**src/rtl/dmem_access_unit_if.sv**
```systemverilog
// ----------------------------------------------------------------------------
// dmem_access_unit_if
//   Bundles the core-side request/response handshake and the word-wide
//   Data_memory port of dmem_access_unit.
//
//   Request  : ReqValid, ReqReady, ReqWrite, ReqSize, ReqSigned, ReqAddr,
//              ReqWrData
//   Response : RspValid, RspRdData, RspError
//   Memory   : DmemAddr (word index), DmemWrite, DmemWrData, DmemRdData
//
//   slave  : the access unit itself.
//   master : the environment around it, i.e. the core issuing requests and
//            the Data_memory answering reads, so it also drives DmemRdData.
// ----------------------------------------------------------------------------
interface dmem_access_unit_if;
  logic        ReqValid;
  logic        ReqReady;
  logic        ReqWrite;
  logic [1:0]  ReqSize;
  logic        ReqSigned;
  logic [31:0] ReqAddr;
  logic [31:0] ReqWrData;
  logic        RspValid;
  logic [31:0] RspRdData;
  logic        RspError;
  logic [31:0] DmemAddr;
  logic        DmemWrite;
  logic [31:0] DmemWrData;
  logic [31:0] DmemRdData;

  modport slave (
    input  ReqValid, ReqWrite, ReqSize, ReqSigned, ReqAddr, ReqWrData,
    input  DmemRdData,
    output ReqReady, RspValid, RspRdData, RspError,
    output DmemAddr, DmemWrite, DmemWrData
  );

  modport master (
    output ReqValid, ReqWrite, ReqSize, ReqSigned, ReqAddr, ReqWrData,
    output DmemRdData,
    input  ReqReady, RspValid, RspRdData, RspError,
    input  DmemAddr, DmemWrite, DmemWrData
  );
endinterface

```
**src/rtl/dmem_access_unit.sv**
```systemverilog
// ----------------------------------------------------------------------------
// dmem_access_unit
//   Load/store unit in front of a word-only Data_memory. Byte-addressed
//   byte/half/word requests are turned into word-indexed accesses; sub-word
//   stores are done as read-modify-write because the memory has only a
//   whole-word write enable. Loads return sign/zero-extended data. Misaligned
//   or illegal-size requests are answered with RspError and never reach memory.
//
//   Ports:
//     Clk    rising-edge clock
//     Rst_n  asynchronous active-low reset
//     bus    dmem_access_unit_if.slave (request, response and memory port)
// ----------------------------------------------------------------------------
module dmem_access_unit (
  input  logic             Clk,
  input  logic             Rst_n,
  dmem_access_unit_if.slave bus
);

  typedef enum logic [1:0] {
    IDLE  = 2'd0,
    READ  = 2'd1,
    WRITE = 2'd2,
    RESP  = 2'd3
  } stateT;

  stateT       state;
  stateT       nextState;

  logic        isWrite;
  logic        isSigned;
  logic        errLatched;
  logic [1:0]  sizeLatched;
  logic [1:0]  laneLatched;
  logic [31:0] wrDataLatched;
  logic [31:0] dmemAddrReg;
  logic [31:0] dmemWrDataReg;
  logic [31:0] rspRdDataReg;

  logic        accept;
  logic        reqErr;
  logic [31:0] shiftedWord;
  logic [31:0] loadData;
  logic [31:0] mergedWord;

  assign accept = (state == IDLE) && bus.ReqValid;

  // Illegal size, or a half/word whose address is not naturally aligned.
  always_comb begin
    reqErr = 1'b0;
    case (bus.ReqSize)
      2'b01:   reqErr = bus.ReqAddr[0];
      2'b10:   reqErr = (bus.ReqAddr[1:0] != 2'b00);
      2'b11:   reqErr = 1'b1;
      default: reqErr = 1'b0;
    endcase
  end

  // State register; reset drops straight to IDLE so DmemWrite falls at once.
  always_ff @(posedge Clk or negedge Rst_n) begin
    if (!Rst_n) begin
      state <= IDLE;
    end else begin
      state <= nextState;
    end
  end

  // Errors skip memory entirely. Sub-word stores must read the old word
  // first, so they go through READ just like loads.
  always_comb begin
    nextState = state;
    case (state)
      IDLE: begin
        if (accept) begin
          if (reqErr) begin
            nextState = RESP;
          end else if (!bus.ReqWrite) begin
            nextState = READ;
          end else if (bus.ReqSize == 2'b10) begin
            nextState = WRITE;
          end else begin
            nextState = READ;
          end
        end
      end
      READ:    nextState = isWrite ? WRITE : RESP;
      WRITE:   nextState = RESP;
      RESP:    nextState = IDLE;
      default: nextState = IDLE;
    endcase
  end

  // Lane extraction for loads and lane insertion for sub-word stores.
  // Little-endian: byte k sits at [8k+7:8k], half h at [16h+15:16h].
  // Alignment was already enforced, so a half lane always has laneLatched[0]=0.
  always_comb begin
    shiftedWord = bus.DmemRdData >> {laneLatched, 3'b000};
    loadData    = bus.DmemRdData;
    mergedWord  = wrDataLatched;
    case (sizeLatched)
      2'b00: begin
        loadData = {{24{isSigned & shiftedWord[7]}}, shiftedWord[7:0]};
        mergedWord = bus.DmemRdData;
        mergedWord[{laneLatched, 3'b000} +: 8] = wrDataLatched[7:0];
      end
      2'b01: begin
        loadData = {{16{isSigned & shiftedWord[15]}}, shiftedWord[15:0]};
        mergedWord = bus.DmemRdData;
        mergedWord[{laneLatched[1], 4'b0000} +: 16] = wrDataLatched[15:0];
      end
      default: begin
        loadData   = bus.DmemRdData;
        mergedWord = wrDataLatched;
      end
    endcase
  end

  // Request fields are captured at acceptance so the memory address is
  // registered and stable; READ either produces load data or the merged word.
  always_ff @(posedge Clk or negedge Rst_n) begin
    if (!Rst_n) begin
      isWrite       <= 1'b0;
      isSigned      <= 1'b0;
      errLatched    <= 1'b0;
      sizeLatched   <= 2'b00;
      laneLatched   <= 2'b00;
      wrDataLatched <= 32'h0;
      dmemAddrReg   <= 32'h0;
      dmemWrDataReg <= 32'h0;
      rspRdDataReg  <= 32'h0;
    end else if (accept) begin
      isWrite       <= bus.ReqWrite;
      isSigned      <= bus.ReqSigned;
      errLatched    <= reqErr;
      sizeLatched   <= bus.ReqSize;
      laneLatched   <= bus.ReqAddr[1:0];
      wrDataLatched <= bus.ReqWrData;
      dmemAddrReg   <= {2'b00, bus.ReqAddr[31:2]};
      if (bus.ReqWrite && (bus.ReqSize == 2'b10) && !reqErr) begin
        dmemWrDataReg <= bus.ReqWrData;
      end
    end else if (state == READ) begin
      if (isWrite) begin
        dmemWrDataReg <= mergedWord;
      end else begin
        rspRdDataReg <= loadData;
      end
    end
  end

  assign bus.ReqReady   = (state == IDLE);
  assign bus.RspValid   = (state == RESP);
  assign bus.RspError   = (state == RESP) && errLatched;
  assign bus.RspRdData  = rspRdDataReg;
  assign bus.DmemAddr   = dmemAddrReg;
  assign bus.DmemWrite  = (state == WRITE);
  assign bus.DmemWrData = dmemWrDataReg;

endmodule

```
**src/flat_wrapper.sv**
```systemverilog
// flat-port wrapper written by rule: the top's interface ports become plain ports
module dmem_access_unit_flat 
  (Clk, Rst_n, bus_ReqValid, bus_ReqWrite, bus_ReqSize, bus_ReqSigned, bus_ReqAddr, bus_ReqWrData, bus_DmemRdData, bus_ReqReady, bus_RspValid, bus_RspRdData, bus_RspError, bus_DmemAddr, bus_DmemWrite, bus_DmemWrData);
  dmem_access_unit_if bus_i ();
  input  logic Clk;
  input  logic Rst_n;
  input wire logic [$bits(bus_i.ReqValid)-1:0] bus_ReqValid;
  input wire logic [$bits(bus_i.ReqWrite)-1:0] bus_ReqWrite;
  input wire logic [$bits(bus_i.ReqSize)-1:0] bus_ReqSize;
  input wire logic [$bits(bus_i.ReqSigned)-1:0] bus_ReqSigned;
  input wire logic [$bits(bus_i.ReqAddr)-1:0] bus_ReqAddr;
  input wire logic [$bits(bus_i.ReqWrData)-1:0] bus_ReqWrData;
  input wire logic [$bits(bus_i.DmemRdData)-1:0] bus_DmemRdData;
  output wire logic [$bits(bus_i.ReqReady)-1:0] bus_ReqReady;
  output wire logic [$bits(bus_i.RspValid)-1:0] bus_RspValid;
  output wire logic [$bits(bus_i.RspRdData)-1:0] bus_RspRdData;
  output wire logic [$bits(bus_i.RspError)-1:0] bus_RspError;
  output wire logic [$bits(bus_i.DmemAddr)-1:0] bus_DmemAddr;
  output wire logic [$bits(bus_i.DmemWrite)-1:0] bus_DmemWrite;
  output wire logic [$bits(bus_i.DmemWrData)-1:0] bus_DmemWrData;
  assign bus_i.ReqValid = bus_ReqValid;
  assign bus_i.ReqWrite = bus_ReqWrite;
  assign bus_i.ReqSize = bus_ReqSize;
  assign bus_i.ReqSigned = bus_ReqSigned;
  assign bus_i.ReqAddr = bus_ReqAddr;
  assign bus_i.ReqWrData = bus_ReqWrData;
  assign bus_i.DmemRdData = bus_DmemRdData;
  assign bus_ReqReady = bus_i.ReqReady;
  assign bus_RspValid = bus_i.RspValid;
  assign bus_RspRdData = bus_i.RspRdData;
  assign bus_RspError = bus_i.RspError;
  assign bus_DmemAddr = bus_i.DmemAddr;
  assign bus_DmemWrite = bus_i.DmemWrite;
  assign bus_DmemWrData = bus_i.DmemWrData;
  dmem_access_unit u_core (.Clk(Clk), .Rst_n(Rst_n), .bus(bus_i));
endmodule
```
**config.mk**
```make
export PLATFORM = sky130hd
export DESIGN_NAME = dmem_access_unit_flat
export DESIGN_NICKNAME = d
export VERILOG_FILES = /design/src/rtl/dmem_access_unit_if.sv /design/src/rtl/dmem_access_unit.sv /design/src/flat_wrapper.sv
export SDC_FILE = /design/constraint.sdc
export NUM_CORES = 1
export LEC_CHECK = 0
export ABC_AREA = 1
export ABC_CLOCK_PERIOD_IN_PS = 1700
export CORE_ASPECT_RATIO = 1.25
export CORE_MARGIN = 4
export CORE_UTILIZATION = 40
export DETAILED_ROUTE_END_ITERATION = 10
export GPL_ROUTABILITY_DRIVEN = 0
export HOLD_SLACK_MARGIN = 0.15
export PLACE_DENSITY = 0.7
export SETUP_SLACK_MARGIN = 0.02
export SYNTH_ARGS = -nofsm -noshare
export SYNTH_HDL_FRONTEND = slang
export SYNTH_SLANG_ARGS = --single-unit
```
**constraint.sdc**
```tcl
create_clock -name Clk -period 1.7 [get_ports Clk]
set_input_delay 0.34 -clock Clk [delete_from_list [all_inputs] [get_ports Clk]]
set_output_delay 0.34 -clock Clk [all_outputs]
set_load 0.01 [all_outputs]
```
==> flow_metrics.env <==
export IMPL_first_pass_iters=5
export IMPL_synth_area_leaders="dfrtp_1, nand2_1, a21oi_1"
export IMPL_grt_pass1_wl_um=43800
export IMPL_grt_pass1_vias=8472
export IMPL_synth_mux_area_share_pct=0
export IMPL_synth_fa_ha_area_share_pct=1.41
export IMPL_avgRoutedWirePerCell_um=16.6
export IMPL_drtAntennaViolNets=0
export IMPL_synth_cells=1143
export IMPL_setup_slack_ps=-29.0
export IMPL_hold_class="primary input to async pin"
export IMPL_area_growth_pct=52.2
export IMPL_relSlewSlack_pct=66.4
export IMPL_period_needed_ps=1730
export IMPL_synth_simple_gate_area_share_pct=30.7
export IMPL_violations="setup timing"
export IMPL_finalMaxSlewViolations=0
export IMPL_worst_pin_slew_ps=505
export IMPL_fmax_mhz=578
export IMPL_core_area_mm2=0.0195
export IMPL_arrival_ps=2040
export IMPL_power_mw=23.1
export IMPL_drc_errors=0
export IMPL_synth_compound_area_share_pct=16.3
export IMPL_dpl_hpwl_um=19800
export IMPL_drv_cap=0
export IMPL_vdd_drop_max_mv=0.918
export IMPL_rows=57
export IMPL_cp_end_kind="flop"
export IMPL_comb_power_share_pct=59.0
export IMPL_n_antenna_cell=0
export IMPL_avgSynthCellArea_um2=6.98
export IMPL_clkTransAtPathRegs_ps=60
export IMPL_setup_viol=8
export IMPL_cts_buffers=17
export IMPL_synth_seq_cells=135
export IMPL_yosys_warnings=0
export IMPL_synth_top_area_share_pct=42.3
export IMPL_totalNegativeSetupSlack_ps=-99.6
export IMPL_synth_top_area_cell="dfrtp_1"
export IMPL_clockBufferDepth=2
export IMPL_synth_top_family_by_area="simple AND/OR/NAND/NOR gates"
export IMPL_clockPowerShare_pct=15.6
export IMPL_cts_sinks=135
export IMPL_die_area_mm2=0.0223
export IMPL_min_period_over_period_pct=102
export IMPL_status="complete, but fails checks"
export IMPL_initial_core_util_pct=40.9
export IMPL_worstSetupPathType="flop to flop"
export IMPL_synth_distinct_cells=30
export IMPL_netlist_area_mm2=0.00798
export IMPL_cp_start_kind="flop"
export IMPL_grt_overflow_total=0
export IMPL_synth_xor_area_share_pct=0
export IMPL_p_switching_mw=10.5
export IMPL_clk_latency_ps=430
export IMPL_netSwitchingFraction_pct=45.3
export IMPL_ys_seq_area_share_pct=42.3
export IMPL_required_ps=2010
export IMPL_cts_max_level=4
export IMPL_power_frac_seq_pct=25.5
export IMPL_via_per_inst=5.11
export IMPL_grt_max_degree=49
export IMPL_final_hold_viol_count=0
export IMPL_cellPowerDensity_mw_per_mm2=1900
export IMPL_layout_drive_gt1_share_pct=20.5
export IMPL_vias=8630
export IMPL_cp_max_fo=6
export IMPL_p_int_mw=12.6
export IMPL_rsz0062_at_grt="yes"
export IMPL_routed_wl_um=28000
export IMPL_cts_root_buffer="clkbuf_16"
export IMPL_die_h_um=166
export IMPL_cts_tree="built"
export IMPL_clock_skew_final_ps=7.65
export IMPL_first_iter_violations=687
export IMPL_p_leak_nw=6.40
export IMPL_io_pins=203
export IMPL_fp_dieW_um=134
export IMPL_final_fill_count=1777
export IMPL_portBuffers=200
export IMPL_fin_nets=1523
export IMPL_track_usage_pct=24.3
export IMPL_antenna_found_initial=0
## layer usage
| metal | wire, µm | track usage, % |
|---|---|---|
| met1 | 11200 | 30.7 |
| met2 | 13400 | 39.5 |
| met3 | 2180 | 5.42 |
| met4 | 1240 | 11.6 |
| met5 | 0 | 0 |
## power groups by stage
stage               combinational (mW)  sequential, mW  clock (mW)
floorplan                         6.74            6.24           0
global placement                  12.4            5.89           0
detailed placement                12.6            5.89           0
CTS                               12.8            5.86        3.65
global route                      15.0            6.09        3.78
finish                            13.6            5.88        3.60
## cell families after synthesis
kind of cell	count (synthesis)
simple gates	589
compound gates	239
other cells	1
buf+inv	170
fa+ha+maj	9
flops	135
## registers in the layout, indices dropped and copies added (netlist names), 2 cells and up
register	count
u_core.bus.DmemAddr	30
u_core.bus.DmemWrData	32
u_core.bus.RspRdData	32
u_core.laneLatched	2
u_core.sizeLatched	2
u_core.state	2
u_core.wrDataLatched	32
## final cells by class
| type | count | area (µm²) | area share [%] |
|---|---|---|---|
| clock buffers | 17 | 425 | 3.50 |
| multi-input cells | 839 | 4270 | 35.1 |
| flip-flops and latches | 135 | 3380 | 27.8 |
| clock inverters | 15 | 148 | 1.22 |
| well taps | 265 | 332 | 2.73 |
| inverters | 104 | 422 | 3.47 |
| repair buffers | 314 | 3170 | 26.1 |
## metrics by stage
step                      cell area [µm²]  util, %  instances  hold WS [ps]  setup slack [ps]
after floorplan                      8040        -       1144          44.4              25.6
after global placement              10900     55.7       1639           306             -80.8
after detailed placement            10900     55.7       1639           303              -130
after CTS                           11700     59.7       1681           419              20.8
after global routing                12100     62.2       1689           430             -88.4
final                               12100     62.2       1689           407             -29.0
## Yosys cell counts
library cell    n
nand2_2         5
o211ai_1        8
dfrtp_1       135
inv_1          78
nor2_8          1
o21ai_0        58
inv_2          24
buf_4           7
a21oi_2         1
conb_1          1
nand2_4         1
nor3_1          7
clkbuf_1       19
buf_2          30
nand4_4         1
buf_6           4
nor2_4          2
nor2_2          3
nand3_2        13
or2_1           7
inv_4           1
nand3_1        47
clkinv_1        1
nor2_1         67
buf_1           6
a21oi_1       105
o21ai_1        35
nand2_1       435
a21boi_1       32
ha_1            9
## critical path: stages, from the launching register on
cell and delay, ps:
dfrtp_1 400, buf_6 140, inv_6 60, ha_4 140
inv_2 50, nor2_4 140, nand2_8 120, clkbuf_16 190
a21oi_1 110, nand3_1 100, o21ai_1 100, inv_1 50
## cell usage in the layout (no fill, tap or decap), types with 4 or more instances in the layout
cell,instances
inv_6,6
o211ai_1,8
buf_4,85
a21oi_1,73
ha_4,4
a21boi_1,32
nand3_1,43
or2_1,7
nand2_2,19
nor2_1,57
nor2_4,6
nand2_1,416
nor2_2,9
clkdlybuf4s50_1,104
dfrtp_1,132
inv_1,72
a21oi_2,30
clkbuf_16,20
o21ai_0,55
inv_2,25
buf_12,12
o21ai_1,30
nand2_4,4
buf_6,11
nand3_2,16
nor3_1,7
dlymetal6s2s_1,35
clkinvlp_4,6
o21ai_2,8
dlygate4sd2_1,56
## final timing paths
kind                                          from  slack, ps  cells after the start                  endpoint
min in group Clk                   bus_ReqAddr[29]        440                      3   u_core.bus.DmemAddr[27]
hold / removal                               Rst_n        410                      2  u_core.bus.RspRdData[29]
setup reg to reg                   u_core.state[1]        -30                     11  u_core.bus.RspRdData[18]
setup / recovery                   u_core.state[1]        -30                     11  u_core.bus.RspRdData[18]
hold reg to reg            u_core.bus.DmemAddr[21]        470                      2   u_core.bus.DmemAddr[21]
max in group asynchronous                    Rst_n        700                      3    u_core.bus.DmemAddr[6]
## what timing repair did
| item | CTS | global route |
|---|---|---|
| resized for setup | 115 | 118 |
| setup endpoints to repair | 111 | 110 |
| hold buffers | 1 | 0 |
| pin swaps | 10 | 33 |
| cloned | 3 | 4 |
| setup buffers | 7 | 4 |
| endpoints found under the hold margin | 33 | 0 |
No activity file was read; power rests on OpenSTA's default activity.
